<file path="config.mk">
export PLATFORM = sky130hd
export DESIGN_NAME = i2s_audio_tx
export DESIGN_NICKNAME = d
export VERILOG_FILES = /design/src/rtl/i2s_audio_tx.sv
export SDC_FILE = /design/constraint.sdc
export NUM_CORES = 1
export LEC_CHECK = 0
export CORE_MARGIN = 2
export CORE_UTILIZATION = 50
export CTS_CLUSTER_DIAMETER = 120
export DETAILED_ROUTE_END_ITERATION = 8
export MAX_ROUTING_LAYER = met4
export PLACE_DENSITY = 0.76
export SYNTH_ARGS = -nofsm -noshare
export SYNTH_HDL_FRONTEND = slang
export SYNTH_SLANG_ARGS = --single-unit
</file>
<file path="constraint.sdc">
create_clock -name clk -period 2.14 [get_ports clk]
set_clock_uncertainty 0.1 [all_clocks]
set_input_delay 0.321 -clock clk [delete_from_list [all_inputs] [get_ports clk]]
set_output_delay 0.321 -clock clk [all_outputs]
set_load 0.005 [all_outputs]
</file>
<file path="src/rtl/i2s_audio_tx.sv">
// I2S transmitter for the on-board DAC: volume scaling, optional mono mix,
// fixed attenuation, and Philips-framed 16-bit L/R slots on a divided bit clock.
module i2s_audio_tx #(
    parameter int BCK_HALF    = 18,
    parameter int STEREO      = 0,
    parameter int AUDIO_SHIFT = 3
) (
    input  logic        clk,
    input  logic        reset,
    input  logic [14:0] audio_l,
    input  logic [14:0] audio_r,
    input  logic [1:0]  volume,
    output logic        hp_bck,
    output logic        hp_ws,
    output logic        hp_din,
    output logic        sample_strobe,
    output logic [15:0] dac
);

    localparam int DW = (BCK_HALF > 2) ? $clog2(BCK_HALF) : 1;
    localparam logic [DW-1:0] DIV_LAST = DW'(BCK_HALF - 1);

    logic [DW-1:0]      div_cnt;
    logic               bck;
    logic [4:0]         bit_cnt;
    logic [4:0]         bit_next;
    logic [31:0]        shift_reg;
    logic               tick;
    logic               fall;
    logic               load;
    logic signed [15:0] xl, xr, vl, vr, mix, slot_l, slot_r;

    function automatic logic signed [15:0] apply_vol(input logic signed [15:0] x,
                                                     input logic [1:0] v);
        case (v)
            2'd0:    return '0;
            2'd1:    return x >>> 2;
            2'd2:    return x >>> 1;
            default: return x;
        endcase
    endfunction

    always_comb begin
        xl  = {audio_l[14], audio_l};
        xr  = {audio_r[14], audio_r};
        vl  = apply_vol(xl, volume);
        vr  = apply_vol(xr, volume);
        // Each term is within -16384..16383, so the 16-bit sum cannot overflow.
        mix = vl + vr;
        if (STEREO != 0) begin
            slot_l = vl >>> AUDIO_SHIFT;
            slot_r = vr >>> AUDIO_SHIFT;
        end else begin
            slot_l = mix >>> AUDIO_SHIFT;
            slot_r = mix >>> AUDIO_SHIFT;
        end
    end

    always_comb begin
        tick     = (div_cnt == DIV_LAST);
        fall     = tick & bck;
        load     = fall & (bit_cnt == 5'd31);
        bit_next = bit_cnt + 5'd1;
    end

    always_ff @(posedge clk or posedge reset) begin
        if (reset) begin
            div_cnt       <= '0;
            bck           <= 1'b0;
            bit_cnt       <= 5'd31;
            shift_reg     <= '0;
            hp_ws         <= 1'b0;
            sample_strobe <= 1'b0;
            dac           <= '0;
        end else begin
            sample_strobe <= load;
            if (tick) begin
                div_cnt <= '0;
                bck     <= ~bck;
            end else begin
                div_cnt <= div_cnt + DW'(1);
            end
            if (fall) begin
                bit_cnt <= bit_next;
                // WS leads each channel by one bit: high for bits 15..30.
                hp_ws   <= (bit_next >= 5'd15) && (bit_next <= 5'd30);
                if (load) begin
                    shift_reg <= {slot_l, slot_r};
                    dac       <= mix;
                end else begin
                    shift_reg <= {shift_reg[30:0], 1'b0};
                end
            end
        end
    end

    assign hp_bck = bck;
    assign hp_din = shift_reg[31];

endmodule
</file>
=== Word-level counts from Yosys, hierarchy flattened ===
Cells that the tools add are included.

* Word-level logic and storage cells: 26
* Bits in read-only memories: 0
* Register bits after elaboration: 61
* Memories: 0
* RAM bits: 0
* Input port bits: 34
* Output and inout port bits: 20
* Bits in latches: 0

* Bitwise operators: 3
* Reductions and logical operators: 3
* Div/mod/pow operators: 0
* Add/sub/neg operators: 3
* Multiply operators: 0
* Shift-type cells: 0
* Muxes and demuxes: 4
* Equal/unequal tests: 4
* $lt $le $gt $ge: 2

{| class="wikitable"
|+ Operators with widths
! kind !! count
|-
| 16-bit case mux with 3 select lines || 2
|-
| 32-bit two-way mux || 1
|-
| 16-bit adder || 1
|-
| 5-bit by 1-bit adder with 5-bit output (second input constant) || 2
|-
| 5-bit equality test (second input constant) || 2
|-
| 5-bit by 4-bit greater-or-equal comparator with 1-bit output (second input constant) || 1
|-
| 5-bit <= comparator (second input constant) || 1
|-
| 5-bit two-way mux || 1
|-
| 1-bit AND || 2
|-
| 2-bit by 1-bit equality test with 1-bit output (second input constant) || 1
|-
| 2-bit equality test (second input constant) || 1
|-
| 2-bit zero test || 1
|-
| 2-bit AND reduction || 1
|-
| 1-bit logical AND || 1
|-
| 1-bit inverter || 1
|}

=== Depth between registers and ports, before layout ===
Gate-level depths: netlist of the first run.

* Word-level depth: 4
* Mapped depth: 15
* Mapped depth without buffers: 12

=== Worst setup path after synthesis of the first run ===
Ideal clock, no wire load.

* Kind: input-to-reg
* From: input port volume[0]
* To: register dac[14]
* Stages on the path: 14
* Data required time: 1.970 ns
* Setup slack: -1.252 ns
* Path buffers: 3
* Data arrival time: 3.222 ns
* Library setup time: 0.070 ns
* Cells stage by stage: clkbuf_1 clkbuf_1 clkbuf_1 nand2_1 o21ai_0 ha_1 inv_1 fa_1 nor2b_1 o211ai_1 a21oi_1 a41oi_1 o41a_1 nand3_1

* Word-level cells in the longest chain between the ends: 3
* Elaborated cells between the ends (all ways): 6
* Classes of those cells: 1 x add/sub; 2 x eq/ne; 2 x mux; 1 x reduce/logical

{| class="wikitable"
|+ Ends and longest elaborated chain
! what !! RTL line !! text
|-
| start: declaration || 12 || <nowiki>input logic [1:0] volume,</nowiki>
|-
| 2-bit equality test (tied with other cells) || 35 || <nowiki>case (v)</nowiki>
|-
| 16-bit case mux with 3 select lines || 35 ||
|-
| 16-bit adder (*) || 49 || <nowiki>mix = vl + vr;</nowiki>
|-
| end signal: assignment || 89 || <nowiki>dac <= mix;</nowiki>
|-
| end: declaration || 17 || <nowiki>output logic [15:0] dac</nowiki>
|}

Mark *: on every way between the ends. The rest lies on a longest branch, timed or not.
A chain may end at the register's enable or synchronous reset.

=== Worst setup path in the final report of the first run ===
* From: input port volume[0]
* To: register shift_reg[22]

* Word-level cells in the longest chain between the ends: 4
* Elaborated cells between the ends (all ways): 7
* Classes of those cells: 1 x add/sub; 2 x eq/ne; 3 x mux; 1 x reduce/logical

{| class="wikitable"
|+ Ends and longest elaborated chain
! what !! RTL line !! text
|-
| 2-bit equality test (tied with other cells) || 35 ||
|-
| 16-bit case mux with 3 select lines || 35 ||
|-
| 16-bit adder (*) || 49 ||
|-
| 32-bit two-way mux (*) || 87 || <nowiki>if (load) begin</nowiki>
|-
| end signal: assignment || 88 || <nowiki>shift_reg <= {slot_l, slot_r};</nowiki>
|-
| end signal: assignment || 91 || <nowiki>shift_reg <= {shift_reg[30:0], 1'b0};</nowiki>
|-
| end: declaration || 27 || <nowiki>logic [31:0] shift_reg;</nowiki>
|}

Marked as above.

==> results_dict.tcl, run 1 <==
set metrics [dict create \
    outcome "complete, but fails checks" \
    violations "negative setup slack" \
    grt_overflow 0 \
    first_global_vias 3838 \
    cap_violations 0 \
    drive_gt1_frac 0.286 \
    hold_buffers 0 \
    grt_max_degree 38 \
    leakage_nw 2.58 \
    via_per_inst 5.75 \
    antenna_found_initial 0 \
    slew_viol_final 0 \
    rrSetupSlack_ns -0.11 \
    clkLatencyLatePin_ns 0.34 \
    finalHoldViolCount 0 \
    yosys_warnings 0 \
    gp_congestion 0.894 \
    io_pins 54 \
    hpwl_um 7080 \
    synth_nets 552 \
    placed_cells 680 \
    pwr-share-seq 0.356 \
    r2r_start "div_cnt[1]" \
    synth_cells 496 \
    hold_path_class "primary input to async pin" \
    drc_errors 0 \
    drt_wl_total_um 11300 \
    num_vias 4108 \
    fmax_mhz 387 \
    fp.coreArea_um2 7810 \
    cp_slowest_stage_delay_ns 0.38 \
    clock-sinks 61 \
    synth.yosys.seq_area_share 0.378 \
    ys.flop_type "dfrtp_1" \
    row_count 32 \
    clock_path_buffers 2 \
    fin_nets 663 \
    switching_share 0.274 \
    clk_pin_slew_ns 0.07 \
    cts_tree "yes" \
    die_y_um 94.1 \
    syn_area_per_cell_um2 8.19 \
    ir_worst_vdd_v 0.000452 \
    fin_crit_sh 1.21 \
    synth-edff-count 0 \
    wl_per_cell_um 15.9 \
    fp.dieW_um 94.1 \
    largest_reg_flops 32 \
    clockRootBuffer "clkbuf_8" \
    cts_max_level 3 \
    rsz0062_at_grt "true" \
    cts_buffers 9 \
    antenna_cells 0 \
    cp-end-kind "flop" \
    tns_ns -11.98 \
    internal_power_w 0.00237 \
    worst_setup_path_start_kind "primary input" \
    cp_data_arrival_time_ns 2.70 \
    worst_r2r_path_depth 9 \
    comb_power_share 0.292 \
    track_usage 0.258 \
    slew_headroom 0.735 \
    grt_first_pass_wirelength_um 17600 \
    crit_fanout 6 \
    area_growth_pct 46.3 \
    ys_top_cells_by_area "dfrtp_1 (35%), nand2_1 (10%), ha_1 (6.5%), a21oi_1 (6.4%), nor3b_1 (5.5%)" \
    p_per_area_nw_per_um2 550 \
    period_minus_slack_ns 2.59 \
    syn_area_um2 4060 \
    crit_chain "buf_8, buf_8, mux2_4, nand2_1, o21ai_2, ha_1, a21o_1, a211oi_4, o21a_4, nor4_2, a41o_1, or3_1" \
    die_area_um2 8860 \
    first_iter_violations 218 \
    tightest_slew_ns 0.397 \
    crit_path_top_delay_cell "a211oi_4" \
    async_flop_share 1.00 \
    yosysUniqueCellTypes 48 \
    finalSetupViolations 39 \
    portBuffers 53 \
    synth_seq_cells 61 \
    synth_top_area_cell "dfrtp_1" \
    ant_nets 0 \
    cp-startpoint "volume[0]" \
    yosys.area.top_type_share 0.345 \
    fin_ws_ns -0.447 \
    crit_type "primary input to flop" \
    pwr-share-clk 0.352 \
    start_util 0.520 \
    worstPathRequired_ns 2.26 \
    drtPass1Iterations 5 \
    r2r-end "shift_reg[22]" \
    crit_path_frequent_cell "buf_8" \
    switchingPower_w 0.000897 \
    final_cells 714 \
]
what timing repair did:
item / in CTS / in global routing
setup buffers: 11 / 5
pin swaps: 47 / 32
resized for setup: 82 / 38
gates cloned: 3 / 1
setup endpoints to repair: 46 / 48
cells in the final DEF (no fill, tap or decap), types with 3 or more instances in the layout:
cell type / netlist / routed
nand2_1: 108 / 97
buf_4: 1 / 61
dfrtp_1: 56 / 56
a21oi_1: 52 / 44
clkdlybuf4s50_1: 0 / 34
nor3b_1: 30 / 30
o21ai_0: 42 / 26
inv_1: 22 / 19
ha_1: 21 / 16
dlygate4sd2_1: 0 / 16
nor2_1: 13 / 13
o21ai_1: 0 / 12
clkbuf_8: 0 / 11
nand3_1: 14 / 10
nand2_2: 0 / 10
buf_6: 0 / 9
nand2b_1: 10 / 7
xnor2_1: 9 / 7
a21o_1: 6 / 6
a21oi_2: 0 / 6
a31oi_1: 9 / 6
mux2_4: 0 / 6
nand4_1: 5 / 5
mux2_2: 11 / 5
dfstp_2: 5 / 5
buf_12: 0 / 5
xor2_1: 5 / 4
or3_1: 4 / 4
o21ai_2: 0 / 4
and3_4: 1 / 3
nand3_2: 0 / 3
nor3_1: 5 / 3
a22o_1: 3 / 3
nand2b_4: 0 / 3
ha_4: 0 / 3
Yosys cell counts, types with 2 or more instances:
cell,number
nor2b_1,4
o21ai_0,42
nor2_1,13
dfstp_2,5
buf_2,4
o31ai_1,2
clkbuf_1,24
nand4_1,5
or3_1,4
a211o_1,2
nand2_1,108
dfrtp_1,56
and3_1,3
inv_1,22
mux2_2,11
a21oi_1,52
a21o_1,6
ha_1,21
nor4_1,2
a31oi_1,9
xnor2_1,9
o211ai_1,2
o21a_1,2
nand3_1,14
a22o_1,3
nand2b_1,10
nor3b_1,30
nor3_1,5
buf_1,3
xor2_1,5
through the flow:
step	util	setup slack (ns)	hold WS, ns	instance area (um^2)	total power (W)
global placement	0.661	-1.13	0.352	5160	0.00187
detailed placement	0.661	-1.25	0.358	5160	0.00189
floorplan	-	-0.648	0.338	4180	0.00159
global route	0.761	-0.499	0.229	5940	0.00342
CTS	0.735	-0.320	0.205	5740	0.00316
finish	0.761	-0.447	0.193	5940	0.00327
power groups by stage:
stage / clock network [W] / logic, W / registers [W]
finish: 0.00115 / 0.000954 / 0.00116
floorplan: 0 / 0.000408 / 0.00118
global placement: 0 / 0.000688 / 0.00118
detailed placement: 0 / 0.000703 / 0.00118
global route: 0.00123 / 0.00102 / 0.00116
CTS: 0.00117 / 0.000831 / 0.00116
final cells by class:
| class | instances | area [um^2] |
|---|---|---|
| timing repair buffer | 132 | 1270 |
| multi-input combinational | 381 | 2700 |
| fill | 516 | 1870 |
| clock buffer | 12 | 155 |
| sequential | 61 | 1530 |
| clock inverter | 4 | 70.1 |
| inverter | 22 | 86.3 |
| tap | 102 | 128 |
worst max path at each step:
stage,endpoint,slack [ns],depth (start not counted)
global placement,dac[11],-1.13,12
finish,shift_reg[22],-0.45,12
floorplan,shift_reg[22],-0.65,12
detailed placement,dac[14],-1.25,13
CTS,shift_reg[11],-0.32,14
global route,shift_reg[6],-0.50,12
critical path: cells and delay by family:
family	cells	cell delay (ns)
adder cells (fa/ha/maj)	1	0.28
AND/OR/NAND/NOR	3	0.45
multiplexers	1	0.30
buffers and inverters	2	0.24
AO/OA/AOI/OAI	5	1.12
per-layer routing:
metal	vias to the layer above	global-route usage	share of wire
met5	-	-	0
met4	0	0.0737	0.019
met3	26	0.0602	0.050
met2	141	0.419	0.51
met1	1987	0.324	0.42
li1	1954	-	-
logic make-up (layout without fill, tap and decap cells):
group,count (synthesis),count (layout),share of synthesized area
adder cells (fa/ha/maj),22,22,0.0696
XOR/XNOR,14,14,0.0302
AO/OA/AOI/OAI,128,128,0.185
flip-flops,61,61,0.378
AND/OR/NAND/NOR,205,205,0.252
multiplexers,12,12,0.0330
buffers and inverters,54,170,0.0521
Power figures use the tool's default switching activity.
==> inputs of run 2 (changes only) <==
- ABC_CLOCK_PERIOD_IN_PS: unset -> 2140
==> results of run 2 <==
Same layout as run 1: the final DEF is identical, and so are final timing and power.
